## config.mk

```make
export PLATFORM = sky130hd
export DESIGN_NAME = imm_gen_pipe
export DESIGN_NICKNAME = d
export VERILOG_FILES = /design/src/rtl/imm_gen_pipe_pkg.sv /design/src/rtl/imm_gen_pipe_core.sv /design/src/rtl/imm_gen_pipe.sv
export SDC_FILE = /design/constraint.sdc
export NUM_CORES = 1
export LEC_CHECK = 0
export ABC_AREA = 1
export CORE_UTILIZATION = 51
export CTS_BUF_LIST = sky130_fd_sc_hd__clkbuf_8
export DETAILED_ROUTE_END_ITERATION = 10
export PLACE_DENSITY = 0.79
export SLEW_MARGIN = 40
export SYNTH_ARGS = -nofsm -noshare
export SYNTH_HDL_FRONTEND = slang
export SYNTH_HIERARCHICAL = 1
export SYNTH_SLANG_ARGS = --single-unit
```

## constraint.sdc

```tcl
create_clock -name clk -period 1.4 [get_ports clk]
set_input_delay 0.28 -clock clk [delete_from_list [all_inputs] [get_ports clk]]
set_output_delay 0.28 -clock clk [all_outputs]
set_load 0.005 [all_outputs]
```

## src/rtl/imm_gen_pipe_pkg.sv

```systemverilog
// Shared opcode constants, extension modes and result-kind encodings
// for the registered immediate/target generator.
package imm_gen_pipe_pkg;

    localparam logic [5:0] OP_J    = 6'b000010;
    localparam logic [5:0] OP_JAL  = 6'b000011;
    localparam logic [5:0] OP_BEQ  = 6'b000100;
    localparam logic [5:0] OP_BNE  = 6'b000101;
    localparam logic [5:0] OP_BLEZ = 6'b000110;
    localparam logic [5:0] OP_BGTZ = 6'b000111;
    localparam logic [5:0] OP_ANDI = 6'b001100;
    localparam logic [5:0] OP_ORI  = 6'b001101;
    localparam logic [5:0] OP_XORI = 6'b001110;
    localparam logic [5:0] OP_LUI  = 6'b001111;

    localparam logic [1:0] KIND_NONE   = 2'b00;
    localparam logic [1:0] KIND_BRANCH = 2'b01;
    localparam logic [1:0] KIND_JUMP   = 2'b10;

    typedef enum logic [2:0] {
        MODE_SEXT,
        MODE_ZEXT,
        MODE_LUI,
        MODE_BRANCH,
        MODE_JUMP
    } imm_mode_e;

    typedef enum logic [1:0] {
        ST_EMPTY,
        ST_ONE,
        ST_FULL
    } pipe_state_e;

    // Anything not listed (ADDI, loads/stores, R-type, ...) sign-extends.
    function automatic imm_mode_e decode_mode(input logic [5:0] opcode);
        imm_mode_e mode;
        case (opcode)
            OP_ANDI, OP_ORI, OP_XORI:          mode = MODE_ZEXT;
            OP_LUI:                            mode = MODE_LUI;
            OP_BEQ, OP_BNE, OP_BLEZ, OP_BGTZ:  mode = MODE_BRANCH;
            OP_J, OP_JAL:                      mode = MODE_JUMP;
            default:                           mode = MODE_SEXT;
        endcase
        return mode;
    endfunction

endpackage

```

## src/rtl/imm_gen_pipe_core.sv

```systemverilog
// Combinational opcode decode, immediate extension and branch/jump target
// calculation; feeds the output and skid registers of imm_gen_pipe.
module imm_gen_core
    import imm_gen_pipe_pkg::*;
#(
    parameter int DATA_W = 32,
    parameter int IMM_W  = 16,
    parameter int JIDX_W = 26
) (
    input  logic [5:0]        opcode_i,
    input  logic [JIDX_W-1:0] jidx_i,
    input  logic [DATA_W-1:0] pc4_i,
    output logic [DATA_W-1:0] imm_o,
    output logic [DATA_W-1:0] target_o,
    output logic [1:0]        kind_o
);

    imm_mode_e         mode;
    logic [IMM_W-1:0]  imm;
    logic [DATA_W-1:0] imm_sext;
    logic [DATA_W-1:0] imm_zext;
    logic [DATA_W-1:0] imm_lui;
    logic [DATA_W-1:0] jaddr;
    logic [DATA_W-1:0] jmask;

    assign mode     = decode_mode(opcode_i);
    assign imm      = jidx_i[IMM_W-1:0];
    assign imm_sext = {{(DATA_W-IMM_W){imm[IMM_W-1]}}, imm};
    assign imm_zext = {{(DATA_W-IMM_W){1'b0}}, imm};
    assign imm_lui  = DATA_W'({imm, {IMM_W{1'b0}}});
    // Jump keeps the PC region bits above the word-aligned instr_index.
    assign jaddr    = DATA_W'({jidx_i, 2'b00});
    assign jmask    = DATA_W'({(JIDX_W+2){1'b1}});

    always_comb begin
        imm_o    = imm_sext;
        target_o = '0;
        kind_o   = KIND_NONE;
        case (mode)
            MODE_ZEXT: imm_o = imm_zext;
            MODE_LUI:  imm_o = imm_lui;
            MODE_BRANCH: begin
                target_o = pc4_i + (imm_sext << 2);
                kind_o   = KIND_BRANCH;
            end
            MODE_JUMP: begin
                imm_o    = jaddr;
                target_o = (pc4_i & ~jmask) | jaddr;
                kind_o   = KIND_JUMP;
            end
            default: ;
        endcase
    end

endmodule

```

## src/rtl/imm_gen_pipe.sv

```systemverilog
// Registered immediate/target generator with valid/ready on both sides and
// a one-entry skid so a stalled consumer never loses an accepted beat.
module imm_gen_pipe
    import imm_gen_pipe_pkg::*;
#(
    parameter int DATA_W = 32,
    parameter int IMM_W  = 16,
    parameter int JIDX_W = 26,
    parameter int TAG_W  = 4
) (
    input  logic              clk,
    input  logic              rst_n,
    input  logic              in_valid,
    output logic              in_ready,
    input  logic [5:0]        in_opcode,
    input  logic [JIDX_W-1:0] in_jidx,
    input  logic [DATA_W-1:0] in_pc4,
    input  logic [TAG_W-1:0]  in_tag,
    output logic              out_valid,
    input  logic              out_ready,
    output logic [DATA_W-1:0] out_imm,
    output logic [DATA_W-1:0] out_target,
    output logic [1:0]        out_kind,
    output logic [TAG_W-1:0]  out_tag
);

    pipe_state_e       state_q, state_d;
    logic              in_ready_q;
    logic              accept;
    logic              load_out, load_skid, out_from_skid;

    logic [DATA_W-1:0] core_imm, core_target;
    logic [1:0]        core_kind;

    logic [DATA_W-1:0] out_imm_q, out_target_q, skid_imm_q, skid_target_q;
    logic [1:0]        out_kind_q, skid_kind_q;
    logic [TAG_W-1:0]  out_tag_q, skid_tag_q;

    imm_gen_core #(
        .DATA_W (DATA_W),
        .IMM_W  (IMM_W),
        .JIDX_W (JIDX_W)
    ) u_core (
        .opcode_i (in_opcode),
        .jidx_i   (in_jidx),
        .pc4_i    (in_pc4),
        .imm_o    (core_imm),
        .target_o (core_target),
        .kind_o   (core_kind)
    );

    assign accept = in_valid & in_ready_q;

    // ONE with accept and drain replaces the output in place: no bubble.
    always_comb begin
        state_d       = state_q;
        load_out      = 1'b0;
        load_skid     = 1'b0;
        out_from_skid = 1'b0;
        case (state_q)
            ST_EMPTY: begin
                if (accept) begin
                    load_out = 1'b1;
                    state_d  = ST_ONE;
                end
            end
            ST_ONE: begin
                if (accept && out_ready) begin
                    load_out = 1'b1;
                end else if (accept) begin
                    load_skid = 1'b1;
                    state_d   = ST_FULL;
                end else if (out_ready) begin
                    state_d = ST_EMPTY;
                end
            end
            ST_FULL: begin
                if (out_ready) begin
                    out_from_skid = 1'b1;
                    state_d       = ST_ONE;
                end
            end
            default: state_d = ST_EMPTY;
        endcase
    end

    always_ff @(posedge clk or negedge rst_n) begin
        if (!rst_n) begin
            state_q    <= ST_EMPTY;
            in_ready_q <= 1'b1;
        end else begin
            state_q    <= state_d;
            in_ready_q <= (state_d != ST_FULL);
        end
    end

    always_ff @(posedge clk or negedge rst_n) begin
        if (!rst_n) begin
            out_imm_q     <= '0;
            out_target_q  <= '0;
            out_kind_q    <= KIND_NONE;
            out_tag_q     <= '0;
            skid_imm_q    <= '0;
            skid_target_q <= '0;
            skid_kind_q   <= KIND_NONE;
            skid_tag_q    <= '0;
        end else begin
            if (load_out) begin
                out_imm_q    <= core_imm;
                out_target_q <= core_target;
                out_kind_q   <= core_kind;
                out_tag_q    <= in_tag;
            end else if (out_from_skid) begin
                out_imm_q    <= skid_imm_q;
                out_target_q <= skid_target_q;
                out_kind_q   <= skid_kind_q;
                out_tag_q    <= skid_tag_q;
            end
            if (load_skid) begin
                skid_imm_q    <= core_imm;
                skid_target_q <= core_target;
                skid_kind_q   <= core_kind;
                skid_tag_q    <= in_tag;
            end
        end
    end

    assign in_ready   = in_ready_q;
    assign out_valid  = (state_q != ST_EMPTY);
    assign out_imm    = out_imm_q;
    assign out_target = out_target_q;
    assign out_kind   = out_kind_q;
    assign out_tag    = out_tag_q;

endmodule

```

==> impl_summary.md, run 1 <==
Yosys
After synthesis the cells add up to 9590 um^2. In this run, synthesis produced a sequential element count of 143. The portion of netlist area occupied by mux cells is 0%. After Yosys synthesis, and, or, nand and nor cells account for 37.7% of the synthesized area. The synthesized design spends more area on one cell type than any other, namely sky130_fd_sc_hd__dfrtp_1.

The synthesized-area fraction occupied by ao, oa, aoi and oai cells is 9.41%. For this run, the register share of the synthesized area comes to 37.3%. The cell count after synthesis is 1442. After synthesis, the largest family of logic cells by area is simple AND/OR/NAND/NOR gates. A synthesized cell averages 6.65 um^2. The synthesized net count is 1544. The async set-reset flop share out of synthesis is 100%. The number of flops mapped to enable cells by yosys is 0. Sorting the synthesized cells by area gives the leading types as sky130_fd_sc_hd__dfrtp_1 37%, sky130_fd_sc_hd__nand2_1 20%, sky130_fd_sc_hd__nand3_1 13%, sky130_fd_sc_hd__inv_1 7.1%, sky130_fd_sc_hd__o21ai_1 4.1%. During synthesis, Yosys emitted a total of 6 warnings. The top cell type by area accounts for 37.1% of the synthesized area.

The fraction of synthesized cell area in xor and xnor cells is 0.274%. Summing the areas of all fa, ha and maj instances in the mapped netlist gives 3.99% of the synthesized area. Synthesis instantiated 39 different standard cells from the library.

For this run, the leading register cell type out of synthesis is sky130_fd_sc_hd__dfrtp_1.

Clock tree
The maximum clock path buffer count is 2. The depth of the CTS H-tree is 4. The tree is rooted in a sky130_fd_sc_hd__clkbuf_8. TritonCTS created 17 clock buffers. Counting every sink on the clock net gives 143.

Outcome
The stage where the flow stopped is global routing (5_1_grt). The first error in the log reads "[ERROR GRT-0232] Routing congestion too high. Check the congestion heatmap in the GUI". The run stopped with a tool error.

GRT
Global routing used 80.9% of the available tracks across all layers. The sum of overflow across all layers after global routing is 124. The largest net degree at the start of global routing is 45.

Placement
The detailed placer's ending HPWL is 23500 um. The routability congestion estimate from global placement is 0.987. Buffers placed on the I/O ports in this run total 143.

STA
When the global-route repair_timing finished, the worst setup path ended at out_target[24]$_DFFE_PN0P_/D. The classification of the worst endpoint is a register data pin.

Floorplan
The boundary pin count is 144. The x dimension of the die is 139 um. The floorplan has 49 rows. The overall die height is 139 um.

The effective utilization at floorplan is 52.7%.
[cell usage after synthesis (2+ instances only)]
library cell	count
sky130_fd_sc_hd__nand2_1	510
sky130_fd_sc_hd__nand3_1	244
sky130_fd_sc_hd__inv_1	181
sky130_fd_sc_hd__dfrtp_1	142
sky130_fd_sc_hd__o21ai_1	79
sky130_fd_sc_hd__clkbuf_1	42
sky130_fd_sc_hd__nor2_1	39
sky130_fd_sc_hd__a21oi_1	30
sky130_fd_sc_hd__ha_1	29
sky130_fd_sc_hd__buf_2	22
sky130_fd_sc_hd__o21ai_0	21
sky130_fd_sc_hd__o22ai_1	17
sky130_fd_sc_hd__o211ai_1	12
sky130_fd_sc_hd__inv_2	10
sky130_fd_sc_hd__nand2_2	10
sky130_fd_sc_hd__nor2_2	8
sky130_fd_sc_hd__nand3_2	6
sky130_fd_sc_hd__buf_6	5
sky130_fd_sc_hd__nand4_1	4
sky130_fd_sc_hd__and2_1	3
sky130_fd_sc_hd__buf_1	3
sky130_fd_sc_hd__buf_4	3
sky130_fd_sc_hd__nand4_4	2
sky130_fd_sc_hd__nor3_1	2
sky130_fd_sc_hd__nor3_2	2
sky130_fd_sc_hd__o21bai_2	2
sky130_fd_sc_hd__xnor2_1	2
[per-layer routing]
layer  GRT usage (%)  overflow
met2            96.9        66
met1            82.7         4
met4            82.5        53
met5            18.3         0
met3            64.9         1
[stage by stage]
stage | cell area [um^2] | worst slack (ps) | TNS (ps) | instances
after detailed placement | 12400 | -1230 | -104730 | 1851
after floorplan | 10000 | -364 | -17730 | 1442
after CTS | 15500 | -207 | -21100 | 1998
after global placement | 12400 | -1180 | -102180 | 1851
[repair_timing]
item	4_1_cts
gates cloned	38
hold endpoints to repair	123
pin swaps	173
resized for setup	609
setup buffers	77
hold buffers	1
setup endpoints to repair	213
[cell families after synthesis]
logic type,count (synthesis)
AND/OR/NAND/NOR,834
buffers and inverters,267
AO/OA/AOI/OAI,165
flip-flops,143
adder cells (fa/ha/maj),30
XOR/XNOR,3
==> inputs of run 2 (changes only) <==
Settings changed: CORE_UTILIZATION 51 to 40, CTS_BUF_LIST sky130_fd_sc_hd__clkbuf_8 to not set, PLACE_DENSITY 0.79 to not set, PLACE_DENSITY_LB_ADDON set to 0.15.
Clock period 1.4 ns to 1.8 ns, I/O delays scaled along.
==> impl_summary.md, run 2 <==
STA
Of the available clock period, the critical path in the final layout requires 98.9%. Between clock sinks in the finished design, the worst skew comes to 10.6 ps. Counting I/O delays and the setup requirement, the final critical path takes 1780 ps. The number of slew-limit violations in the final report came to 0.

The achievable clock frequency is 0.561 GHz. The worst slew margin relative to its limit is 61.8%. The final worst slack is 18.9 ps. The count of final hold-check violations is 0. The actual transition at the worst max-transition pin is 572 ps. Setup violations remaining at the end of the flow were counted as 0. Hold is met by 287 ps. Setup repair after global routing could not meet its margin everywhere.

Yosys
Commonest cells in the synthesized netlist: 510 x sky130_fd_sc_hd__nand2_1, 244 x sky130_fd_sc_hd__nand3_1, 181 x sky130_fd_sc_hd__inv_1, 142 x sky130_fd_sc_hd__dfrtp_1, 79 x sky130_fd_sc_hd__o21ai_1 (unchanged). The most used flip-flop cell after synthesis is sky130_fd_sc_hd__dfrtp_1 (unchanged). The mapped cell area is 9590 um^2 (unchanged). The sequential element share of the synthesized area is 37.3% (unchanged). The top cell type by total area after synthesis is sky130_fd_sc_hd__dfrtp_1 (unchanged). The number of warnings printed during yosys synthesis is 6 (unchanged). The async set-reset flop share out of synthesis is 100% (unchanged). The synthesized net count is 1544 (unchanged). The cell count after synthesis came to 1442 (unchanged). Largest cells by area after synthesis: sky130_fd_sc_hd__dfrtp_1 37%, sky130_fd_sc_hd__nand2_1 20%, sky130_fd_sc_hd__nand3_1 13%, sky130_fd_sc_hd__inv_1 7.1%, sky130_fd_sc_hd__o21ai_1 4.1% (unchanged).

The post-synthesis cell type count is 39 (unchanged). The average size of a mapped cell is 6.65 um^2 (unchanged). The dominant cell by count in the synthesized netlist is sky130_fd_sc_hd__nand2_1 (unchanged). The number of flops mapped to enable cells by yosys is 0 (unchanged).

The register bit count reported by yosys is 143 (unchanged). The share of Yosys cell area claimed by the top area cell type is 37.1% (unchanged).

GRT
The largest net degree at the start of global routing is 99. The via count of the first global-routing pass is 9769. The initial antenna violation count is 0.

The total overflow left after global routing is 0. The total routing resource utilization after global routing is 27.8%. The first global-routing pass estimated 52600 um of wire.

Floorplan
The boundary pin count came to 144 (unchanged). The standard cell core area is 23500 um^2. The x dimension of the die was 157 um (was 139 um). The overall die height came to 157 um (was 139 um). The placement row count is 56 (was 49). The die outline area is 24600 um^2. The effective utilization at floorplan is 40.8% (was 52.7%).

Clock tree
The maximum clock path buffer count is 2 (unchanged). TritonCTS built the clock tree. The clock reaches the later pin of the worst-skew pair after 430 ps. The clock input transition at the sequential cells of the worst setup and hold paths is 60 ps. The number of CTS-inserted buffers is 17 (unchanged). The number of sinks on the clock net is 143 (unchanged). The depth of the CTS H-tree was 4 (unchanged).

The root buffer selected by CTS is sky130_fd_sc_hd__clkbuf_16 (was sky130_fd_sc_hd__clkbuf_8).

Detailed routing
The total wire length after detailed routing is 33900 um. The ratio of routed vias to standard cells is 5.15. Across all layers, the routed design uses 10500 vias.

The detailed router's first-iteration violation count is 766. The count of nets left with antenna violations once routing finished came out at 0. In the routed design, unresolved DRC markers number 0.

The first TritonRoute pass finished after 5 iterations. The average wire length per cell after detail routing is 16.6 um.

Placement
The number of I/O port buffers was 143 (unchanged). The routability congestion estimate from global placement is 0.920 (was 0.987). The pre-CTS setup slack is -1040 ps (was -1230 ps).

The detailed placer's ending HPWL is 24400 um (was 23500 um).

Worst setup path
At the worst endpoint, the required time is 1440 ps. The start of the worst register-to-register path is state_q[1]$_DFF_PN0_. The setup path with the least slack is of type reg -> out. The delay contributed by the slowest stage of the critical path is 540 ps. The cell class contributing the biggest share of worst-path delay is buffers and inverters. At the worst endpoint, the arrival time is 1420 ps.

The kind of end point of the critical path is an output port. Counting both buffers and inverters, the worst setup path holds a total of 1. The origin of the worst setup path is out_target[31]$_DFFE_PN0P_. Traced cell by cell, the critical path runs through clkdlybuf4s50_1. Along the worst path, the maximum fanout reaches 2. The worst setup path is launched from a flop. The cell at the slowest stage of the critical path is sky130_fd_sc_hd__clkdlybuf4s50_1.

Min path
The worst hold path class is in -> async.

Power
The analysis attributes to cell leakage a power of 7.26 nW. The largest voltage drop on the vdd net is 0.000685 V. The ratio of total power to cell area is 1110 nW/um^2. The design draws 15.9 mW.

Final layout
Leaving out fill and tap cells, the most frequent cell in the layout is sky130_fd_sc_hd__nand2_1. The fraction of layout cells with a size suffix above 1 is 29.1%. The number of antenna diodes in the final layout is 0. After the last flow step, the layout net total stands at 1808. Leaving out fill and tap cells, the most frequent cells in the layout are 417 x sky130_fd_sc_hd__nand2_1, 223 x sky130_fd_sc_hd__nand3_1, 163 x sky130_fd_sc_hd__inv_1, 149 x sky130_fd_sc_hd__buf_4, 141 x sky130_fd_sc_hd__dfrtp_1.

The fill cell instance count of the final layout is 2161. The area growth from synthesis to layout is 49.7%.

Outcome
Outcome: complete, no violations (was did not finish).

Flow run
The number of maximum-capacitance violations is 0.
[run 2: cell counts after synthesis]
No cell type changed its count.
[run 2: power breakdown]
group | switching [mW] | internal (mW) | total (mW)
sequential | 0.744 | 4.56 | 5.30
combinational | 3.62 | 3.60 | 7.22
clock | 1.44 | 1.90 | 3.35
[run 2: worst paths after layout]
check / to / slack [ps] / cells past startpoint
max: out_target[31] / 20 / 1
min: out_target[0]$_DFFE_PN0P_ / 290 / 2
max reg2reg: out_imm[12]$_DFFE_PN0P_ / 210 / 8
min reg2reg: skid_target_q[21]$_DFFE_PN0P_ / 490 / 2
max in group asynchronous: out_imm[7]$_DFFE_PN0P_ / 770 / 3
min in group clk: state_q[1]$_DFF_PN0_ / 380 / 4
[run 2: layout make-up]
| cell class | count | area [um^2] | area share, % |
|---|---|---|---|
| inverters | 192 | 727 | 5.06 |
| well taps | 319 | 399 | 2.78 |
| repair buffers | 320 | 2910 | 20.3 |
| clock buffers | 19 | 433 | 3.02 |
| flip-flops and latches | 143 | 3580 | 24.9 |
| clock inverters | 13 | 116 | 0.811 |
| multi-input cells | 1032 | 6190 | 43.1 |
[run 2: cell families (layout without fill, tap and decap cells)]
| kind of cell | Yosys count | after routing | share of synthesized area (%) |
|---|---|---|---|
| AO/OA/AOI/OAI | 165 | 165 | 9.41 |
| XOR/XNOR | 3 | 3 | 0.274 |
| adder cells (fa/ha/maj) | 30 | 30 | 3.99 |
| buffers and inverters | 267 | 544 | 11.2 |
| flip-flops | 143 | 143 | 37.3 |
| AND/OR/NAND/NOR | 834 | 834 | 37.7 |
[run 2: what timing repair did]
action | in CTS | in global routing
gates resized for setup | 197 | 223
hold buffers | 1 | 0
hold endpoints to repair | 4 | 0
buffers inserted | 12 | 21
pin swaps | 42 | 101
endpoints found under the setup margin | 59 | 54
gates cloned | 1 | 0
[run 2: metal layers]
metal | routed length [um] | global-route usage, %
met1 | 15500 | 38.5
met2 | 16000 | 45.2
met3 | 1630 | 3.49
met4 | 775 | 7.94
met5 | 0 | 0
[run 2: through the flow]
stage | instances | TNS (ps) | area [um^2] | util (%)
finish | 2038 | 0 | 14400 | 61.1
global route | 2038 | -198 | 14400 | 61.1
CTS | 2017 | -19.6 | 13700 | 58.5
detailed placement | 1971 | -64030 | 12400 | 52.9
global placement | 1971 | -61790 | 12400 | 52.9
floorplan | 1442 | -207 | 9640 | -
Note: power is estimated with default switching activity, not from simulation.
==> inputs of run 3 (changes only) <==
Settings changed: TNS_END_PERCENT set to 5.
==> impl_summary.md, run 3 (same netlist as run 2, synthesis figures left out) <==
Final layout
The net count reported at finish was 1784 (was 1808). The leading cell type in the layout, fill and taps excluded is sky130_fd_sc_hd__nand2_1 (unchanged). The number of antenna diodes is 0 (unchanged).

The fraction of layout cells with a size suffix above 1 is 25.3% (was 29.1%). The final cell utilization of the core is 59.7% (was 61.1%). The area growth from synthesis to layout came to 46.2% (was 49.7%). Top library cells by usage in the layout, fill and taps aside: 440 x sky130_fd_sc_hd__nand2_1, 235 x sky130_fd_sc_hd__nand3_1, 164 x sky130_fd_sc_hd__inv_1, 141 x sky130_fd_sc_hd__dfrtp_1, 124 x sky130_fd_sc_hd__buf_4 (was 417 x sky130_fd_sc_hd__nand2_1, 223 x sky130_fd_sc_hd__nand3_1, 163 x sky130_fd_sc_hd__inv_1, 149 x sky130_fd_sc_hd__buf_4, 141 x sky130_fd_sc_hd__dfrtp_1).

Power
The sequential share of power was 33.5% (was 33.4%). The reported leakage power is 7.14 nW (was 7.26 nW). The largest voltage drop on the vdd net was 0.000576 V (was 0.000685 V). The portion of total power attributed to combinational logic is 43.9% (was 45.5%). The fraction of power spent switching nets is 37.9% (was 36.6%).

The cell internal power dissipation is 9.84 mW (was 10.1 mW). The clock share of power came to 22.6% (was 21.1%). The total power of the final layout is 15.9 mW (about the same).

The ratio of total power to cell area is 1130 nW/um^2 (was 1110 nW/um^2). The total net switching power was 6.02 mW (was 5.81 mW).

Placement
The number of I/O port buffers is 143 (unchanged). The pre-CTS setup slack is -1080 ps (was -1040 ps). The routability congestion estimate from global placement is 1.00 (was 0.920). The detailed placer's ending HPWL is 23800 um (was 24400 um).

STA
Setup repair after global routing missed its margin: true (unchanged). The number of slew-limit violations in the final report is 0 (unchanged). The ratio of final minimum period to clock period came to 98.6% (was 98.9%). The actual transition at the worst max-transition pin was 473 ps (was 572 ps).

The final-layout worst hold slack is 369 ps (was 287 ps). The worst slew margin relative to its limit is 68.4% (was 61.8%). The achievable clock frequency came to 0.563 GHz (was 0.561 GHz). The setup TNS after final layout is 0 ps (unchanged). The clock skew is 17.1 ps (was 10.6 ps). The count of final hold-check violations came to 0 (unchanged). The count of final setup violators is 0 (unchanged). The final worst slack is 24.6 ps (was 18.9 ps). The minimum period implied by the final worst setup slack is 1780 ps (about the same).

Worst setup path
The kind of end point of the critical path is a flop (was output port). The largest driver fanout on the critical path is 4 (was 2). The data arrival time of the worst path is 2110 ps (was 1420 ps). The critical path data required time was 2140 ps (was 1440 ps). The critical path class is in -> reg (was reg -> out). The kind of start point of the critical path is an input pin (was flop).

Floorplan
The standard cell core area is 23500 um^2 (unchanged). The x dimension of the die is 157 um (unchanged). The boundary pin count is 144 (unchanged). The die outline area is 24600 um^2 (unchanged).

The effective utilization at floorplan was 40.8% (unchanged). The overall die height is 157 um (unchanged). The placement row count is 56 (unchanged).

Clock tree
The depth of the CTS H-tree is 4 (unchanged). The clock latency on the worst-skew pair is 450 ps (was 430 ps). The root buffer selected by CTS is sky130_fd_sc_hd__clkbuf_16 (unchanged).

The TritonCTS clock tree is done (unchanged). The number of sinks on the clock net is 143 (unchanged). The number of CTS-inserted buffers is 17 (unchanged). The clock input transition at the sequential cells of the worst setup and hold paths is 70 ps (was 60 ps). The maximum clock path buffer count came to 2 (unchanged).

Detailed routing
The count of unresolved DRC violations after routing is 0 (unchanged). The number of nets with antenna violations after detailed routing is 0 (unchanged). The detailed router's first-iteration violation count is 782 (was 766). The total wire length after detailed routing is 34200 um (was 33900 um). The total iterations of the first detailed-routing run is 6 (was 5). The average wire length per cell after detail routing came to 17.0 um (was 16.6 um).

The ratio of routed vias to standard cells is 5.20 (was 5.15). The vias after detailed routing is 10500 (about the same).

GRT
The largest net degree at the start of global routing was 73 (was 99). The total routing resource utilization after global routing is 27.7% (was 27.8%). The via count of the first global-routing pass came to 9663 (was 9769).

The sum of overflow across all layers after global routing is 0 (unchanged). The global-route wire length before repair was 52300 um (was 52600 um). The initial antenna violation count is 0 (unchanged).

Min path
The worst hold path class is in -> reg (was in -> async).

Outcome
Outcome: complete, no violations (unchanged).

Flow run
The number of maximum-capacitance violations is 0 (unchanged).
run 3: changes by cell type in the layout (fill, tap and decap cells not counted), moves of 4 or more:
cell                       change
sky130_fd_sc_hd__clkinv_2      -4
sky130_fd_sc_hd__nand3_1      +12
sky130_fd_sc_hd__a21oi_2       -6
sky130_fd_sc_hd__inv_2         -7
sky130_fd_sc_hd__a21oi_1       +7
sky130_fd_sc_hd__o21ai_2       -6
sky130_fd_sc_hd__o21ai_1       +7
sky130_fd_sc_hd__nand3_2       -9
sky130_fd_sc_hd__nand2_1      +23
sky130_fd_sc_hd__buf_4        -25
sky130_fd_sc_hd__nor2_4        -5
sky130_fd_sc_hd__inv_4         +7
sky130_fd_sc_hd__nand2_2      -25
run 3: layout make-up:
cell class                      instances  area [um^2]
Fill cell                            2187         9460
Inverter                              192          744
Multi-Input combinational cell       1033         6000
Clock inverter                         14          148
Tap cell                              319          399
Timing Repair Buffer                  294         2700
Timing Repair inverter                  1         6.26
Sequential cell                       143         3580
Clock buffer                           18          439
run 3: layer usage:
layer / global-route usage (%) / share of wire, % / vias to the layer above
met3: 2.74 / 4.9 / 66
li1: - / - / 5098
met2: 45.2 / 48 / 345
met5: 0 / 0 / -
met1: 37.6 / 44 / 4961
met4: 10.8 / 3.0 / 0
run 3: path summary, 6_finish.rpt:
kind	from	endpoint	slack, ps	cells past startpoint
min in group asynchronous	rst_n	skid_tag_q[2]$_DFFE_PN0P_	410	2
worst min-delay path	out_ready	state_q[1]$_DFF_PN0_	370	4
worst max register to register	in_ready$_DFF_PN1_	out_target[13]$_DFFE_PN0P_	170	6
worst min register to register	skid_target_q[26]$_DFFE_PN0P_	skid_target_q[26]$_DFFE_PN0P_	490	2
worst max-delay path	in_pc4[18]	out_target[21]$_DFFE_PN0P_	20	15
max in group asynchronous	rst_n	in_ready$_DFF_PN1_	740	3
run 3: power groups by stage:
stage	clock network, mW	logic, mW	registers, mW
2_1_floorplan	0	3.13	5.31
3_3_place_gp	0	6.34	5.35
3_5_place_dp	0	6.43	5.38
4_1_cts	3.63	6.68	5.32
5_1_grt	3.76	7.71	5.48
6_report	3.58	6.96	5.32
run 3: timing repair:
item,CTS,global route
gates resized for setup,145,221
setup endpoints to repair,56,59
hold buffers,1,0
buffers inserted,9,13
gates cloned,1,2
hold endpoints to repair,42,0
pin swaps,30,97
run 3: per-stage QoR:
stage	instances	area, um^2
floorplan	1442	9620
global placement	1956	12300
detailed placement	1956	12300
CTS	1999	13400
global route	2014	14000
finish	2014	14000
run 3: critical path, stage by stage:
cell and delay, ps:
sky130_fd_sc_hd__dlygate4sd2_1 260, sky130_fd_sc_hd__ha_4 330, sky130_fd_sc_hd__nand2_4 60, sky130_fd_sc_hd__inv_2 70, sky130_fd_sc_hd__nand2_4 60, sky130_fd_sc_hd__nor2_4 160, sky130_fd_sc_hd__nand4_1 200, sky130_fd_sc_hd__nand3_1 170
sky130_fd_sc_hd__nand2_1 60, sky130_fd_sc_hd__nand2_1 50, sky130_fd_sc_hd__o21ai_1 50, sky130_fd_sc_hd__inv_1 70, sky130_fd_sc_hd__nand3_1 70, sky130_fd_sc_hd__nand2_1 80, sky130_fd_sc_hd__nand2_1 60
